$ cat src/rtl/iterative_mul_unit_if.sv
// iterative_mul_unit_if: launch/result bundle between the EX-stage ALU and the multiplier.
interface iterative_mul_unit_if #(parameter int XLEN = 32);
   logic            mul_start;
   logic [4:0]      alu_opE;
   logic [XLEN-1:0] SrcAE;
   logic [XLEN-1:0] SrcBE;
   logic            flush;
   logic [XLEN-1:0] result_m;
   logic            flagM;
   logic            mul_busy;
   modport master (output mul_start, alu_opE, SrcAE, SrcBE, flush, input result_m, flagM, mul_busy);
   modport slave (input mul_start, alu_opE, SrcAE, SrcBE, flush, output result_m, flagM, mul_busy);
endinterface

$ cat src/rtl/iterative_mul_unit.sv
// iterative_mul_unit: radix-2 shift-add multiplier for MUL/MULH/MULHSU/MULHU,
// magnitude multiply over XLEN cycles with a final sign fix-up.
module iterative_mul_unit #(
   parameter int XLEN  = 32,
   parameter int CNT_W = 6
) (
   input logic clk,
   input logic rst_n,
   iterative_mul_unit_if.slave bus
);
   localparam logic [4:0] OP_MUL    = 5'b01011;
   localparam logic [4:0] OP_MULH   = 5'b01100;
   localparam logic [4:0] OP_MULHSU = 5'b01101;
   localparam logic [4:0] OP_MULHU  = 5'b01110;
   typedef enum logic [1:0] {IDLE, CALC, DONE} state_t;
   state_t            state;
   logic [CNT_W-1:0]  counter;
   logic [XLEN-1:0]   mcand, mplier, prod_hi;
   logic              neg;
   logic [4:0]        op;
   logic              is_mul, a_neg, b_neg;
   logic [XLEN-1:0]   a_abs, b_abs, sel;
   logic [XLEN:0]     sum;
   logic [2*XLEN-1:0] p_fin, prod;
   assign is_mul = bus.alu_opE inside {OP_MUL, OP_MULH, OP_MULHSU, OP_MULHU};
   assign a_neg  = (bus.alu_opE != OP_MULHU) & bus.SrcAE[XLEN-1];
   assign b_neg  = (bus.alu_opE inside {OP_MUL, OP_MULH}) & bus.SrcBE[XLEN-1];
   assign a_abs  = a_neg ? -bus.SrcAE : bus.SrcAE;
   assign b_abs  = b_neg ? -bus.SrcBE : bus.SrcBE;
   assign sum    = {1'b0, prod_hi} + (mcand[0] ? {1'b0, mplier} : '0);
   // p_fin is the shifted {carry, product_hi, mcand}; on the last step it is the full magnitude
   assign p_fin  = {sum, mcand[XLEN-1:1]};
   assign prod   = neg ? -p_fin : p_fin;
   assign sel    = (op == OP_MUL) ? prod[XLEN-1:0] : prod[2*XLEN-1:XLEN];
   assign bus.mul_busy = (state == IDLE && bus.mul_start && is_mul) || state == CALC;
   always_ff @(posedge clk or negedge rst_n) begin
      if (!rst_n) begin
         state        <= IDLE;
         counter      <= '0;
         mcand        <= '0;
         mplier       <= '0;
         prod_hi      <= '0;
         neg          <= 1'b0;
         op           <= '0;
         bus.result_m <= '0;
         bus.flagM    <= 1'b0;
      end else begin
         bus.flagM <= 1'b0;
         if (bus.flush) state <= IDLE;
         else case (state)
            IDLE: if (bus.mul_start && is_mul) begin
               mcand   <= a_abs;
               mplier  <= b_abs;
               prod_hi <= '0;
               neg     <= a_neg ^ b_neg;
               op      <= bus.alu_opE;
               counter <= '0;
               state   <= CALC;
            end
            CALC: begin
               {prod_hi, mcand} <= p_fin;
               counter          <= counter + 1'b1;
               if (counter == CNT_W'(XLEN-1)) begin
                  bus.result_m <= sel;
                  bus.flagM    <= 1'b1;
                  state        <= DONE;
               end
            end
            default: state <= IDLE;
         endcase
      end
   end
endmodule

$ cat src/flat_wrapper.sv
// flat-port wrapper written by rule: the top's interface ports become plain ports
module iterative_mul_unit_flat 
#(
   parameter int XLEN  = 32,
   parameter int CNT_W = 6
)
  (clk, rst_n, bus_mul_start, bus_alu_opE, bus_SrcAE, bus_SrcBE, bus_flush, bus_result_m, bus_flagM, bus_mul_busy);
  iterative_mul_unit_if #(.XLEN(XLEN)) bus_i ();
  input logic clk;
  input logic rst_n;
  input wire logic [$bits(bus_i.mul_start)-1:0] bus_mul_start;
  input wire logic [$bits(bus_i.alu_opE)-1:0] bus_alu_opE;
  input wire logic [$bits(bus_i.SrcAE)-1:0] bus_SrcAE;
  input wire logic [$bits(bus_i.SrcBE)-1:0] bus_SrcBE;
  input wire logic [$bits(bus_i.flush)-1:0] bus_flush;
  output wire logic [$bits(bus_i.result_m)-1:0] bus_result_m;
  output wire logic [$bits(bus_i.flagM)-1:0] bus_flagM;
  output wire logic [$bits(bus_i.mul_busy)-1:0] bus_mul_busy;
  assign bus_i.mul_start = bus_mul_start;
  assign bus_i.alu_opE = bus_alu_opE;
  assign bus_i.SrcAE = bus_SrcAE;
  assign bus_i.SrcBE = bus_SrcBE;
  assign bus_i.flush = bus_flush;
  assign bus_result_m = bus_i.result_m;
  assign bus_flagM = bus_i.flagM;
  assign bus_mul_busy = bus_i.mul_busy;
  iterative_mul_unit #(.XLEN(XLEN), .CNT_W(CNT_W)) u_core (.clk(clk), .rst_n(rst_n), .bus(bus_i));
endmodule
$ cat config.mk
export PLATFORM = sky130hd
export DESIGN_NAME = iterative_mul_unit_flat
export DESIGN_NICKNAME = d
export VERILOG_FILES = /design/src/rtl/iterative_mul_unit_if.sv /design/src/rtl/iterative_mul_unit.sv /design/src/flat_wrapper.sv
export SDC_FILE = /design/constraint.sdc
export NUM_CORES = 1
export LEC_CHECK = 0
export CAP_MARGIN = 20
export CELL_PAD_IN_SITES_DETAIL_PLACEMENT = 1
export CELL_PAD_IN_SITES_GLOBAL_PLACEMENT = 1
export CORE_MARGIN = 5
export CORE_UTILIZATION = 47
export DETAILED_ROUTE_END_ITERATION = 16
export PLACE_DENSITY = 0.95
export SYNTH_ARGS = -nofsm -noshare
export SYNTH_HDL_FRONTEND = slang
export SYNTH_SLANG_ARGS = --single-unit
$ cat constraint.sdc
create_clock -name clk -period 6.7 [get_ports clk]
set_clock_uncertainty 0.15 [all_clocks]
set_input_delay 2.01 -clock clk [delete_from_list [all_inputs] [get_ports clk]]
set_output_delay 2.01 -clock clk [all_outputs]
set_load 0.01 [all_outputs]
=== After elaboration in Yosys (flattened, before gate mapping) ===
Index checks and enable logic that the tools add are counted.

* Register bits: 143
* Bits of input ports: 73
* Word-level logic and storage cells: 59

* Add/subtract/negate cells: 5
* Equal/unequal tests: 11
* Muxes and demuxes: 18
* Bitwise gates (word level): 4
* Reduce and logical (&&, ||, !) cells: 12

{| class="wikitable"
|+ Operator list
! kind !! number
|-
| $mux W32 || 6
|-
| $pmux W32 S2 || 2
|-
| $mux W64 || 1
|-
| $neg A32 Y32 || 2
|-
| $neg A64 Y64 || 1
|-
| $add A32 B33 Y33 || 1
|-
| $eq A5 B4 Y1 const B || 5
|-
| $pmux W6 S2 || 1
|-
| $reduce_and A3 Y1 || 3
|-
| $add A6 B1 Y6 const B || 1
|-
| $eq A6 B5 Y1 const B || 1
|-
| $mux W2 || 3
|-
| $mux W6 || 1
|-
| $ne A3 B3 Y1 const B || 2
|-
| $ne A5 B4 Y1 const B || 1
|-
| $pmux W2 S2 || 1
|-
| $reduce_bool A2 Y1 || 2
|-
| $reduce_bool A4 Y1 || 1
|-
| $logic_and A1 B1 Y1 || 3
|-
| $mux W1 || 3
|-
| $and A1 B1 Y1 || 2
|-
| $eq A2 B1 Y1 const B || 1
|-
| $logic_not A2 Y1 || 1
|-
| $ne A2 B2 Y1 const B || 1
|-
| other kinds (4) || 4
|}

=== Logic depth before layout (Yosys ltp) ===
Gate-level depths: netlist of the first run.

* Depth after elaboration: 6
* Mapped depth: 15
* Gate-level depth less buffers: 13

=== Worst setup path after synthesis of the first run ===
OpenSTA, ideal clock, no wires.

* Path kind: input to register
* Start: in bus_SrcAE[8]
* End: reg u_core.mcand[28]
* Setup time: 0.141 ns
* Arrival: 4.469 ns
* Slack: 1.940 ns
* Stages on the path: 9
* Buffers on the path: 0
* Cells stage by stage: or4_1 -> or4_1 -> o31ai_1 -> o21ai_1 -> a21oi_1 -> o21ai_1 -> or3_1 -> nand3_1 -> a31oi_1

* Cells in the longest elaborated chain, start to end: 4

{| class="wikitable"
|+ RTL lines
! element !! RTL line !! text
|-
| from (decl) || flat_wrapper.sv:13 || <nowiki>input wire logic [$bits(bus_i.SrcAE)-1:0] bus_SrcAE;</nowiki>
|-
| $neg A32 Y32 || iterative_mul_unit.sv:28 || <nowiki>assign a_abs = a_neg ? -bus.SrcAE : bus.SrcAE;</nowiki>
|-
| $mux W32 || iterative_mul_unit.sv:28 ||
|-
| $mux W32 || iterative_mul_unit.sv:51 || <nowiki>IDLE: if (bus.mul_start && is_mul) begin</nowiki>
|-
| $pmux W32 S2 || iterative_mul_unit.sv:50 || <nowiki>else case (state)</nowiki>
|-
| to (signal assigned) || iterative_mul_unit.sv:52 || <nowiki>mcand <= a_abs;</nowiki>
|-
| to (signal assigned) || iterative_mul_unit.sv:61 || <nowiki>{prod_hi, mcand} <= p_fin;</nowiki>
|-
| to (decl) || iterative_mul_unit.sv:18 || <nowiki>logic [XLEN-1:0] mcand, mplier, prod_hi;</nowiki>
|}

No other way between the ends. The select of a mux whose other input is x is not followed.
A chain may end at the register's enable or synchronous reset.

=== Worst setup path after layout of the first run ===
* Start: in bus_alu_opE[1]
* End: out bus_mul_busy

* Cells in the longest elaborated chain, start to end: 4

{| class="wikitable"
|+ RTL lines
! element !! RTL line !! text
|-
| from (decl) || flat_wrapper.sv:12 || <nowiki>input wire logic [$bits(bus_i.alu_opE)-1:0] bus_alu_opE;</nowiki>
|-
| $eq A5 B4 Y1 || iterative_mul_unit.sv:25 || <nowiki>assign is_mul = bus.alu_opE inside {OP_MUL, OP_MULH, OP_MULHSU, OP_MULHU};</nowiki>
|-
| $reduce_bool A4 Y1 (*) || iterative_mul_unit.sv:25 ||
|-
| $logic_and A1 B1 Y1 (*) || iterative_mul_unit.sv:35 || <nowiki>assign bus.mul_busy = (state == IDLE && bus.mul_start && is_mul) || state == CALC;</nowiki>
|-
| $logic_or A1 B1 Y1 (*) || iterative_mul_unit.sv:35 ||
|-
| to (decl) || flat_wrapper.sv:18 || <nowiki>output wire logic [$bits(bus_i.mul_busy)-1:0] bus_mul_busy;</nowiki>
|}

Mark *: on every way between the ends. The rest lies on a longest branch, timed or not.

==> results of run 1 <==
==> path summary, 6_finish.rpt <==
check | start | endpoint | slack, ns | cells past startpoint
setup / recovery | bus_alu_opE[1] | bus_mul_busy | 0.78 | 6
hold / removal | u_core.bus.result_m[16] | u_core.bus.result_m[16] | 0.32 | 2
setup reg to reg | u_core.mcand[0] | u_core.bus.result_m[31] | 1.46 | 13
hold reg to reg | u_core.bus.result_m[16] | u_core.bus.result_m[16] | 0.32 | 2
max in group asynchronous | rst_n | u_core.prod_hi[0] | 3.71 | 2
min in group asynchronous | rst_n | u_core.mplier[19] | 1.48 | 1
==> kinds of logic (layout without fill, tap and decap cells) <==
group | Yosys count | count (layout) | synth area share
xor gates and xnor gates | 124 | 124 | 0.100
AOI/OAI and AO/OA | 439 | 439 | 0.254
buffers and inverters | 95 | 171 | 0.0335
adders and majority gates | 37 | 37 | 0.0431
and+or+nand+nor | 486 | 486 | 0.227
muxes | 13 | 13 | 0.0137
DFF | 143 | 143 | 0.328
==> through the flow <==
stage                     instances  hold slack, ns  instance area, µm²  worst slack, ns  power, mW
after floorplan                1337           0.276               10900             1.94       2.06
after global placement         1666           0.295               12100            0.917       2.44
after detailed placement       1666           0.305               12100            0.788       2.53
after CTS                      1697           0.320               12700            0.776       3.55
after global routing           1698           0.356               12700            0.655       3.75
final                          1698           0.324               12700            0.777       3.59
==> cells in the final DEF (no fill, tap or decap), types with 7 or more instances in the layout <==
master / instances
nor3_1: 23
a22o_1: 23
a22oi_1: 11
ha_1: 36
xor2_1: 66
nand2b_1: 9
clkbuf_16: 17
dfrtp_1: 143
o31ai_1: 31
o21ai_0: 144
a21o_1: 12
a211oi_1: 9
xnor2_1: 57
or4_1: 18
nand4_1: 12
and2_1: 47
a21oi_1: 93
buf_4: 12
o21bai_1: 7
mux2i_1: 7
nand2_1: 170
and3_1: 14
nor4_1: 18
o21ai_1: 16
clkdlybuf4s50_1: 105
nand3_1: 17
nor2_1: 97
a31oi_1: 18
inv_1: 19
or3_1: 9
or2_2: 7
o41ai_1: 11
o21a_1: 15
==> metal layers <==
metal | routed length, µm | vias to the layer above | part of all wire
li1 | - | 5007 | -
met1 | 16600 | 5514 | 0.42
met2 | 19100 | 401 | 0.48
met3 | 2610 | 89 | 0.066
met4 | 1210 | 0 | 0.030
met5 | 0 | - | 0
==> flip-flops by register name (all words and copies together), names as in the netlist <==
name and flops:
u_core.prod_hi 32, u_core.state 2, u_core.op 5, u_core.bus.result_m 32
u_core.counter 6, u_core.bus.flagM 1, u_core.neg 1, u_core.mplier 32
u_core.mcand 32
==> synth_stat cells (all sizes together), types with 9 or more instances <==
cell / number / area (µm²)
a211oi: 10 / 80.1
a21o: 12 / 90.1
a21oi: 93 / 465
a22o: 23 / 201
a22oi: 11 / 82.6
a31oi: 18 / 113
and2: 48 / 300
and3: 14 / 87.6
clkbuf: 67 / 251
dfrtp: 143 / 3580
ha: 36 / 450
inv: 19 / 71.3
nand2: 171 / 642
nand2b: 9 / 56.3
nand3: 17 / 85.1
nand4: 14 / 100
nor2: 98 / 368
nor3: 23 / 115
nor4: 23 / 193
o21a: 15 / 113
o21ai: 160 / 801
o31ai: 31 / 233
o41ai: 11 / 96.3
or2: 9 / 56.3
or3: 10 / 62.6
or4: 22 / 174
xnor2: 58 / 516
xor2: 66 / 578
==> critical path, cell delays in order <==
cell and delay, ns:
clkdlybuf4s50_1 0.57, nand2_1 0.13, xnor2_1 0.22, a31oi_1 0.15, nor2_1 0.13, clkdlybuf4s50_1 0.55
==> power groups by stage <==
stage               sequential, mW  clock [mW]  combinational, mW
floorplan                     1.14           0              0.916
global placement              1.21           0               1.23
detailed placement            1.23           0               1.30
CTS                           1.22       0.998               1.33
global route                  1.25        1.04               1.46
finish                        1.23       0.995               1.36
==> layout make-up <==
type | count | area (µm²)
Clock buffer | 18 | 439
Clock inverter | 13 | 151
Fill cell | 2728 | 9960
Inverter | 21 | 78.8
Multi-Input combinational cell | 1099 | 6970
Sequential cell | 143 | 3580
Tap cell | 285 | 357
Timing Repair Buffer | 119 | 1170
==> summary.txt, run 1 <==
Synth
  • Synth async-reset ratio: 1.00
  • Post-synthesis cell count: 1,337
  • Register bit total from synthesis: 143
  • Most common flop cell mapped by yosys: dfrtp_1
  • Post-Syn Area per Cell: 8.15 µm²
  • Post-synth EDFFs: 0
  • Synth Cell Area: 10,900 µm²
  • Sequential fraction of the synthesis area: 0.328
  • Synth cell types: 84
  • Synth warn: 0
  • Post-Syn Nets: 1,447

STA
  • Worst slew pin tran: 0.992 ns
  • Endpoints failing setup: 0
  • Rel. slew slack: 0.332
  • RSZ-0062 raised after global routing: no
  • Final hold vios: 0
  • Fmax: 169 MHz
  • Final Cycle Share: 0.884
  • Final TNS setup: 0 ns
  • Fin. max-slew vios: 0
  • Period minus WS final: 5.92 ns

Run status
  • Outcome: complete, no violations

Global routing
  • GR Layer Usage met2: 0.497
  • GR Util met1: 0.392
  • Largest net degree at the start of global routing: 95
  • GRT overflow: 0
  • Most used routing layer: met2
  • Global-route wire length before repair: 62,800 µm
  • Initial antenna violation count: 0
  • GR Layer Usage met3: 0.0513
  • GRT Total Usage: 0.298
  • Number of global-route vias before repair: 11,400

CTS
  • Clk sinks: 143
  • CTS tree: yes
  • Post-CTS sizing: 0
  • Postcts setup bufs: 0
  • Root buffer cell: clkbuf_16
  • H-tree Lvls: 4
  • Insertion delay to the later sink of the worst-skew pair: 0.44 ns
  • Hold buffers post-CTS: 0
  • Clk pin slew, worst setup/hold paths: 0.06 ns
  • CTS Buf Count: 17
  • CTS max path bufs: 2

Final layout
  • Layout cells sized above 1: 0.0552
  • Layout Utilization: 0.561
  • Nets: 1,511
  • Layout area overhead: 16.9%
  • # diodes: 0

Placement
  • PortBufs: 106
  • DPL Wire Length: 28,900 µm
  • Routability cong.: 0.972

Routing
  • Drt wl/cell: 23.3 µm
  • DR DRC count: 0
  • Antenna-violating nets left: 0
  • Vias: 11,000
  • Routed wire length: 39,500 µm
  • Drt first pass iters: 9
  • 1st-iter DRT viols: 897
  • Vias/cell: 6.48

Power and ir drop
  • P_int: 2.09 mW
  • Switching Fraction: 0.418
  • Combinational power share: 0.379
  • Pleak: 5.51 nW
  • Peak supply drop: 0.000177 V
  • Net Sw Power: 1.50 mW
  • Cell Pwr Density: 281 nW/µm²
  • Seq pwr share: 0.344
  • Share of power burned in the clock network: 0.277

Worst setup path
  • Critical path class: in -> out
  • CP endpoint kind: primary output
  • CP arrival: 3.76 ns
  • Startpoint types: primary input
  • CP max FO: 5
  • WP data required: 4.54 ns

Die
  • Total core area: 22,700 µm²
  • Die X: 162 µm
  • Std-Cell Rows: 55
  • # IOs: 107
  • Die area: 26,300 µm²
  • Starting density of the core: 0.480
  • Die Ht: 162 µm

Hold path
  • Worst Hold Class: reg -> reg

Run
  • Max-cap violations: 0
No activity file was read; power rests on OpenSTA's default activity.
==> run 2, diff against run 1 <==
--- a/config.mk
+++ b/config.mk
@@ -6,12 +6,11 @@
 export NUM_CORES = 1
 export LEC_CHECK = 0
 export CAP_MARGIN = 20
-export CELL_PAD_IN_SITES_DETAIL_PLACEMENT = 1
-export CELL_PAD_IN_SITES_GLOBAL_PLACEMENT = 1
+export CORE_ASPECT_RATIO = 1.25
 export CORE_MARGIN = 5
-export CORE_UTILIZATION = 47
+export CORE_UTILIZATION = 51
 export DETAILED_ROUTE_END_ITERATION = 16
-export PLACE_DENSITY = 0.95
+export PLACE_DENSITY = 0.81
 export SYNTH_ARGS = -nofsm -noshare
 export SYNTH_HDL_FRONTEND = slang
 export SYNTH_SLANG_ARGS = --single-unit
==> summary.txt, run 2 (synthesized netlist as in run 1, its figures left out) <==
CTS
  • Post-CTS sizing: 0 (unchanged)
  • H-tree Lvls: 4 (unchanged)
  • Clk sinks: 143 (unchanged)
  • Clk pin slew, worst setup/hold paths: 0.06 ns (about the same)
  • CTS max path bufs: 2 (unchanged)
  • Insertion delay to the later sink of the worst-skew pair: 0.43 ns (was 0.44 ns)
  • CTS Buf Count: 17 (unchanged)
  • Root buffer cell: clkbuf_16 (unchanged)
  • Postcts setup bufs: 0 (unchanged)
  • Hold buffers post-CTS: 0 (unchanged)
  • CTS tree: yes (unchanged)

Placement
  • DPL Wire Length: 23,400 µm (was 28,900 µm)
  • Area post-placement: 12,100 µm² (about the same)
  • PortBufs: 106 (unchanged)
  • Routability cong.: 0.968 (was 0.972)

Final layout
  • Layout cells sized above 1: 0.0552 (unchanged)
  • Most frequent cells in the layout: nand2_1, o21ai_0, dfrtp_1 (unchanged)
  • Final Instance Area: 12,800 µm² (was 12,700 µm²)
  • Nets: 1,510 (was 1,511)
  • Fillers: 1,856 (was 2,728)
  • Area of the multi-input gates: 6980 µm² (was 6970 µm²)
  • # diodes: 0 (unchanged)
  • Layout area overhead: 17.1% (was 16.9%)
  • Register area: 3580 µm² (unchanged)
  • Commonest non-fill, non-tap cell in the layout: nand2_1 (unchanged)
  • Layout Utilization: 0.609 (was 0.561)

Routing
  • 1st-iter DRT viols: 949 (was 897)
  • Antenna-violating nets left: 0 (unchanged)
  • Vias: 10,300 (was 11,000)
  • Drt wl/cell: 18.3 µm (was 23.3 µm)
  • Drt first pass iters: 5 (was 9)
  • Routed wire length: 30,900 µm (was 39,500 µm)
  • DR DRC count: 0 (unchanged)
  • Vias/cell: 6.13 (was 6.48)

Die
  • Die X: 141 µm (was 162 µm)
  • Starting density of the core: 0.520 (was 0.480)
  • Die Ht: 173 µm (was 162 µm)
  • Std-Cell Rows: 59 (was 55)
  • # IOs: 107 (unchanged)
  • Die area: 24,400 µm² (was 26,300 µm²)
  • Total core area: 21,000 µm² (was 22,700 µm²)

Global routing
  • GRT Total Usage: 0.253 (was 0.298)
  • Initial antenna violation count: 0 (unchanged)
  • Number of global-route vias before repair: 10,200 (was 11,400)
  • Global-route wire length before repair: 50,700 µm (was 62,800 µm)
  • Largest net degree at the start of global routing: 98 (was 95)
  • GRT overflow: 0 (unchanged)

STA
  • Worst slew pin tran: 0.998 ns (was 0.992 ns)
  • Period minus WS final: 5.84 ns (was 5.92 ns)
  • Final Cycle Share: 0.872 (was 0.884)
  • Final hold vios: 0 (unchanged)
  • Rel. slew slack: 0.334 (was 0.332)
  • Endpoints failing setup: 0 (unchanged)
  • Fin. max-slew vios: 0 (unchanged)
  • Hold WS: 0.317 ns (was 0.324 ns)
  • Final TNS setup: 0 ns (unchanged)
  • Fmax: 171 MHz (was 169 MHz)
  • RSZ-0062 raised after global routing: no (unchanged)

Power and ir drop
  • Net Sw Power: 1.34 mW (was 1.50 mW)
  • Combinational power share: 0.361 (was 0.379)
  • Peak supply drop: 0.000211 V (was 0.000177 V)
  • Pleak: 5.52 nW (was 5.51 nW)
  • Power after layout: 3.48 mW (was 3.59 mW)
  • Cell Pwr Density: 273 nW/µm² (was 281 nW/µm²)
  • P_int: 2.14 mW (was 2.09 mW)
  • Switching Fraction: 0.386 (was 0.418)
  • Seq pwr share: 0.347 (was 0.344)
  • Share of power burned in the clock network: 0.291 (was 0.277)

Worst setup path
  • Startpoint types: primary input (unchanged)
  • WP data required: 4.54 ns (about the same)
  • R2r setup slk: 1.63 ns (was 1.46 ns)
  • Critical path class: in -> out (unchanged)
  • CP max FO: 5 (unchanged)
  • CP arrival: 3.68 ns (was 3.76 ns)
  • CP endpoint kind: primary output (unchanged)

Run status
  • Outcome: complete, no violations (unchanged)

Hold path
  • Worst Hold Class: reg -> reg (unchanged)

Run
  • Max-cap violations: 0 (unchanged)
run 2: area by class of cell:
class	count	share of cell area
Multi-Input combinational cell	1099	0.546
Sequential cell	143	0.280
Timing Repair Buffer	118	0.0913
Clock buffer	21	0.0369
Tap cell	274	0.0269
Clock inverter	11	0.0121
Inverter	21	0.00618
run 2: power by group through the flow:
stage / Sequential [mW] / Combinational (mW) / Clock, mW
global route: 1.23 / 1.39 / 1.06
floorplan: 1.14 / 0.916 / 0
finish: 1.21 / 1.26 / 1.01
detailed placement: 1.22 / 1.23 / 0
CTS: 1.20 / 1.25 / 1.02
global placement: 1.21 / 1.21 / 0
run 2: per-stage QoR:
stage,worst slack (ns),cells
after global placement,0.936,1654
after floorplan,1.94,1337
after global routing,0.719,1687
after detailed placement,0.865,1654
after CTS,0.853,1686
final,0.857,1687
run 2: final timing paths:
kind | start | to | cells past startpoint
worst min register to register | u_core.mplier[31] | u_core.mplier[31] | 2
worst max register to register | u_core.mcand[0] | u_core.bus.result_m[31] | 13
min in group asynchronous | rst_n | u_core.mplier[2] | 1
worst max-delay path | bus_alu_opE[1] | bus_mul_busy | 6
worst min-delay path | u_core.mplier[31] | u_core.mplier[31] | 2
max in group asynchronous | rst_n | u_core.bus.result_m[24] | 2
run 2: critical path, stage by stage:
cell	delay [ns]
clkdlybuf4s50_1	0.54
nand2_1	0.11
xnor2_1	0.20
a31oi_1	0.16
nor2_1	0.12
clkdlybuf4s50_1	0.54
run 2: routing by layer:
layer	vias to the layer above	track usage	part of all wire
li1	5013	-	-
met5	-	0	0
met2	308	0.449	0.51
met1	4926	0.301	0.40
met3	90	0.0304	0.040
met4	0	0.120	0.047
